[config.mk]
export PLATFORM = sky130hd
export DESIGN_NAME = fifo_chain
export DESIGN_NICKNAME = d
export VERILOG_FILES = /design/src/rtl/fifo_chain.sv
export SDC_FILE = /design/constraint.sdc
export NUM_CORES = 1
export LEC_CHECK = 0
export ABC_AREA = 1
export BUFFER_PORTS_ARGS = -buffer_cell sky130_fd_sc_hd__buf_2
export CAP_MARGIN = 20
export CORE_MARGIN = 2
export CORE_UTILIZATION = 40
export DETAILED_ROUTE_END_ITERATION = 6
export REMOVE_ABC_BUFFERS = 1
export SLEW_MARGIN = 30
export SYNTH_ARGS = -nofsm -noshare
export SYNTH_HDL_FRONTEND = slang
export SYNTH_SLANG_ARGS = --single-unit
[constraint.sdc]
create_clock -name clk -period 6.4 [get_ports clk]
set_clock_uncertainty 0.1 [all_clocks]
set_input_delay 1.6 -clock clk [delete_from_list [all_inputs] [get_ports clk]]
set_output_delay 1.6 -clock clk [all_outputs]
set_load 0.01 [all_outputs]
[src/rtl/fifo_chain.sv]
// fifo_chain: NSTAGES cascaded circular-buffer FIFO stages forming one
// in-order queue. Words enter stage 0 and leave from stage NSTAGES-1.
// Between stages, words move either automatically or only when the
// matching advance bit is set, depending on mode. The block also reports
// total occupancy and sticky overflow/underflow flags.
module fifo_chain #(
   parameter int WIDTH       = 8,
   parameter int STAGE_DEPTH = 4,
   parameter int NSTAGES     = 2
) (
   input  logic                                        clk,
   input  logic                                        rst,
   input  logic                                        push,
   input  logic [WIDTH-1:0]                            data_in,
   input  logic                                        pop,
   input  logic                                        mode,
   input  logic [NSTAGES-2:0]                          advance,
   output logic [NSTAGES-1:0]                          empty,
   output logic [NSTAGES-1:0]                          full,
   output logic [WIDTH-1:0]                            data_out,
   output logic                                        data_out_vld,
   output logic [$clog2(NSTAGES*STAGE_DEPTH+1)-1:0]    count,
   output logic                                        overflow,
   output logic                                        underflow
);

   localparam int PW = $clog2(STAGE_DEPTH);
   localparam int OW = PW + 1;
   localparam int CW = $clog2(NSTAGES*STAGE_DEPTH+1);

   // Per-stage enqueue/dequeue strobes and the data word entering each stage
   logic [NSTAGES-1:0] enq;
   logic [NSTAGES-1:0] deq;
   logic [WIDTH-1:0]   enq_data  [NSTAGES];
   logic [WIDTH-1:0]   head_data [NSTAGES];
   logic [NSTAGES-2:0] xfer;
   logic               push_acc;
   logic               pop_acc;

   // Accept decisions use only the registered flags, so a full stage never
   // accepts and an empty stage never sends within the same cycle
   assign push_acc = push & ~full[0];
   assign pop_acc  = pop & ~empty[NSTAGES-1];

   genvar g;
   generate
      for (g = 0; g < NSTAGES; g++) begin : g_stage
         logic [WIDTH-1:0] mem [STAGE_DEPTH];
         logic [PW-1:0]    rd_ptr;
         logic [PW-1:0]    wr_ptr;
         logic [OW-1:0]    occ;
         logic [OW-1:0]    occ_next;
         logic             st_empty;
         logic             st_full;

         // Stage 0 is fed by the producer; later stages by the previous head
         if (g == 0) begin : g_first
            assign enq[g]      = push_acc;
            assign enq_data[g] = data_in;
         end else begin : g_link
            assign enq[g]      = xfer[g-1];
            assign enq_data[g] = head_data[g-1];
         end

         // The last stage drains to the consumer; others hand off downstream
         if (g == NSTAGES-1) begin : g_last
            assign deq[g] = pop_acc;
         end else begin : g_xfer
            assign xfer[g] = (mode ? advance[g] : 1'b1) & ~st_empty & ~full[g+1];
            assign deq[g]  = xfer[g];
         end

         assign head_data[g] = mem[rd_ptr];
         assign occ_next     = occ + OW'(enq[g]) - OW'(deq[g]);
         assign empty[g]     = st_empty;
         assign full[g]      = st_full;

         // Storage array; contents after reset are irrelevant so it has no reset
         always_ff @(posedge clk) begin
            if (enq[g]) begin
               mem[wr_ptr] <= enq_data[g];
            end
         end

         // Pointers, occupancy and registered flags for this stage
         always_ff @(posedge clk) begin
            if (!rst) begin
               rd_ptr   <= '0;
               wr_ptr   <= '0;
               occ      <= '0;
               st_empty <= 1'b1;
               st_full  <= 1'b0;
            end else begin
               if (enq[g]) begin
                  wr_ptr <= wr_ptr + PW'(1);
               end
               if (deq[g]) begin
                  rd_ptr <= rd_ptr + PW'(1);
               end
               occ      <= occ_next;
               st_empty <= (occ_next == '0);
               st_full  <= (occ_next == OW'(STAGE_DEPTH));
            end
         end
      end
   endgenerate

   assign data_out     = empty[NSTAGES-1] ? '0 : head_data[NSTAGES-1];
   assign data_out_vld = ~empty[NSTAGES-1];

   // Total occupancy only moves at the chain boundaries; sticky error flags
   always_ff @(posedge clk) begin
      if (!rst) begin
         count     <= '0;
         overflow  <= 1'b0;
         underflow <= 1'b0;
      end else begin
         count     <= count + CW'(push_acc) - CW'(pop_acc);
         overflow  <= overflow | (push & full[0]);
         underflow <= underflow | (pop & empty[NSTAGES-1]);
      end
   end

endmodule

### Yosys cells after proc, flatten, opt, wreduce, memory -nomap -nowiden

Memory sizes are Yosys's and may differ from the RTL's. A register that Yosys moved wholly into a read port is not among the register bits.
Index checks and enable logic that the tools add are counted.

* register bits: 24
* bits in writable memories: 64
* input bits: 14
* output and inout bits: 19
* word-level logic and storage cells: 51
* memories: 2

* add/subtract/negate cells: 10
* eq/ne operators: 2
* mux-type cells: 10
* bitwise logic cells: 12
* reductions and logical operators: 2

Memory list
* g_stage[0].mem: words 4, width 8, rd ports 1, clocked after Yosys merged registers in 1, write ports 1, RTL line 48 `logic [WIDTH-1:0] mem [STAGE_DEPTH];`
* g_stage[1].mem: words 4, width 8, rd ports 1, clocked after Yosys merged registers in 1, write ports 1, RTL line 48

Operators by type and width (number)
* $add 2x1->2 const B: 4
* $mux 2: 4
* $mux 8: 1
* $add 3x1->3: 2
* $and 1x1->1: 6
* $eq 3x3->1 const B: 2
* $logic_not 3->1: 2
* $sub 3x1->3: 2
* $mux 1: 5
* $add 4x1->4: 1
* $not 1->1: 4
* $sub 4x1->4: 1
* $or 1x1->1: 2

### Longest topological paths before layout

* word-level depth: 6
* gate-level depth with buffers: 13
* gate-level depth less buffers: 13

### Worst setup path before layout

OpenSTA, ideal clock, no wires.

* path kind: input -> register
* start point: in advance
* end point: reg g_stage[0].st_empty
* setup time: 0.116 ns
* arrival: 3.034 ns
* data required time: 6.184 ns
* slack: 3.150 ns
* stages on the path: 12
* buffers on the path: 0
* cell sequence: inv_1 nand2_1 nand2_2 inv_1 ha_1 inv_1 ha_1 fa_1 inv_1 nand3_1 nand3_1 nand2_1

* cells in the longest elaborated chain, start to end: 5

Ends and longest elaborated chain
* from (decl): RTL line 17 `input logic [NSTAGES-2:0] advance,`
* $mux 1: RTL line 69 `assign xfer[g] = (mode ? advance[g] : 1'b1) & ~st_empty & ~full[g+1];`
* $and 1x1->1 (2 in series): RTL line 69
* named net xfer: RTL line 36 `logic [NSTAGES-2:0] xfer;`
* $sub 3x1->3: RTL line 74 `assign occ_next = occ + OW'(enq[g]) - OW'(deq[g]);`
* $logic_not 3->1: RTL line 101 `st_empty <= (occ_next == '0);`
* to (signal assigned): RTL line 101
* to (decl): RTL line 53 `logic st_empty;`

The timed path passes the listed nets, and every way through them passes these cells.
A chain may end at the register's enable or synchronous reset.

==> reports/results.ini <==
[cts]
clk_path_buf_depth = 2
cts_resized = 0
insertion_delay_ns = 0.35
cts-root-buf = clkbuf_8
cts_setup_buffers = 0
cts_hold_buf = 0
htree_levels = 3
numCtsBuffers = 9
clkSinkCount = 92
clk_pin_slew_ns = 0.09
cts_tree = done

[final_layout]
seq_area_um2 = 2480
multiInputGateArea_um2 = 1070
fillers = 900
nNetsFinal = 424
drive_gt1_share_pct = 13.4
antenna_cells = 0
areaGrowthSynthToFinish_pct = 10.1

[drt]
wl_per_cell_um = 12.2
via_per_inst = 4.52
first_pass_iters = 4
vias = 2373
drcViolationCount = 0
wirelength_mm = 6.41
first_iter_violations = 90
final_antenna_net_count = 0

[sta]
relSlewSlack_pct = 45.8
setup_ws_ns = 2.89
setup_tns_ns = 0
tightest_slew_ns = 0.810
rsz0062_at_grt = false
setup_viol = 0
slew_viol_final = 0
finalCriticalPeriod_ns = 3.51
hold_violations = 0
fmax_mhz = 285
fin_hold_ws_ns = 0.367
period_share_pct = 54.9

[outcome]
outcome = complete, no violations

[critical_path]
cp.required_ns = 4.70
crit_type = flop to primary output
path_max_fanout = 17
crit_path_end_kind = primary output
crit_arrival_ns = 1.81
startpoint_type = flop
r2r-start = g_stage[1].st_empty$_SDFF_PN1_

[global_route]
antenna_found_initial = 0
grt_max_degree = 18
grt-busiest-layer = met2
grt_use_met3_pct = 3.28
grt.total_usage_pct = 13.7
gr-usage-met1_pct = 16.8
first_global_vias = 2342
grt_use_met2_pct = 23.1
globalRoute.totalOverflow = 0
grt_first_pass_wirelength_mm = 10.8

[logic_synthesis]
synth_top_area_share_pct = 49.8
yosysWarnings = 0
yosys-top-cells-area = edfxtp_1 (50%), dfxtp_1 (15%), nand2_1 (6.2%)
synthFlopType = edfxtp_1
syn-cell-area_um2 = 3860
synth_largest_area_cell = edfxtp_1
ys_types = 23
synth_commonest_cells = edfxtp_1 (64), nand2_1 (64), nor2_1 (60), inv_1 (44), dfxtp_1 (28)
netlist_instances = 360
synth_seq_cells = 92
ys_async_sr_fraction_pct = 0
avgSynthCellArea_um2 = 10.7
synth_edf_count = 64
synth_seq_area_share_pct = 64.4

[die]
initial_utilization_pct = 41.5
core_um2 = 9280
ios = 33
die_h_um = 102
die_area_um2 = 10400
rows = 35
fp.dieW_um = 102

[run]
maxCapViolCount = 0

[placement]
gp_congestion = 0.736
port_buffers = 32
place_hpwl_mm = 4.34
preCtsSetupSlack_ns = 2.85

[power_and_ir_drop]
ir_drop_mv = 0.137
power_density_nw_per_um2 = 418
p_leak_nw = 1.77

[hold_path]
min_path_type = flop to flop
min_from = underflow$_SDFF_PN0_

worst max-delay path: stages (launching register included):
cell and delay, ns:
dfxtp_1 0.83, nor2_1 0.11, nor2_1 0.10, o21ai_0 0.08, a21oi_1 0.16, buf_2 0.16
cell type report:
| type | count | area share, % |
|---|---|---|
| Sequential cell | 92 | 58.5 |
| Multi-Input combinational cell | 208 | 25.3 |
| Inverter | 48 | 4.42 |
| Tap cell | 129 | 3.80 |
| Timing Repair Buffer | 32 | 3.77 |
| Clock buffer | 9 | 2.92 |
| Clock inverter | 7 | 1.36 |
power by group:
group	switching, mW	internal (mW)	leakage [nW]
sequential	0.0802	0.803	0.815
combinational	0.343	0.190	0.867
clock	0.212	0.147	0.0902
per-stage QoR:
stage	cell area, um^2	util [%]	instances	total power, mW
final	4250	45.7	525	1.78
after global routing	4250	45.7	525	1.92
after CTS	4250	45.7	525	1.79
after detailed placement	4060	43.8	509	1.44
after global placement	4060	43.8	509	1.42
after floorplan	3740	-	348	1.26
path summary, 6_finish.rpt:
check / to / slack, ns / cells after the start
max reg2reg: g_stage[1].st_full$_SDFF_PN0_ / 4.08 / 10
min: underflow$_SDFF_PN0_ / 0.37 / 2
min reg2reg: underflow$_SDFF_PN0_ / 0.37 / 2
max: data_out[4] / 2.89 / 5
metal layers:
| metal | vias to the layer above | share of wire, % |
|---|---|---|
| met2 | 38 | 48 |
| met1 | 1087 | 47 |
| met5 | - | 0 |
| met4 | 0 | 2.2 |
| met3 | 13 | 2.8 |
| li1 | 1235 | - |
sequential cells by signal, summed over array words and instances, names as in the netlist, named ones only:
name,count
g_stage.mem,64
g_stage.occ,6
count,4
g_stage.rd_ptr,4
g_stage.wr_ptr,4
g_stage.st_empty,2
g_stage.st_full,2
overflow,1
underflow,1
cell usage in the layout, fill, tap and decap left out:
| cell type | synthesis | final |
|---|---|---|
| inv_6 | 0 | 3 |
| clkbuf_8 | 0 | 9 |
| ha_1 | 16 | 16 |
| nor2_2 | 2 | 2 |
| xor2_1 | 2 | 2 |
| edfxtp_1 | 64 | 64 |
| inv_2 | 2 | 2 |
| o21ai_0 | 25 | 25 |
| nand2_2 | 1 | 1 |
| fa_1 | 3 | 3 |
| o22ai_1 | 8 | 8 |
| inv_1 | 44 | 44 |
| clkinvlp_4 | 0 | 1 |
| inv_8 | 1 | 2 |
| a21oi_1 | 17 | 17 |
| buf_2 | 1 | 32 |
| o21ai_1 | 4 | 4 |
| clkinv_1 | 1 | 2 |
| nand3_1 | 6 | 6 |
| nand2_1 | 64 | 64 |
| clkinv_4 | 0 | 1 |
| dfxtp_1 | 28 | 28 |
| nor2_1 | 60 | 60 |
kinds of logic (layout without fill, tap and decap cells):
kind of cell	count (synthesis)	after routing	share of synthesized area, %
compound gates	54	54	7.27
buf+inv	60	96	7.85
xor+xnor	2	2	0.454
flops	92	92	64.4
fa+ha+maj	19	19	6.75
simple gates	133	133	13.3
Note: power is estimated with default switching activity, not from simulation.
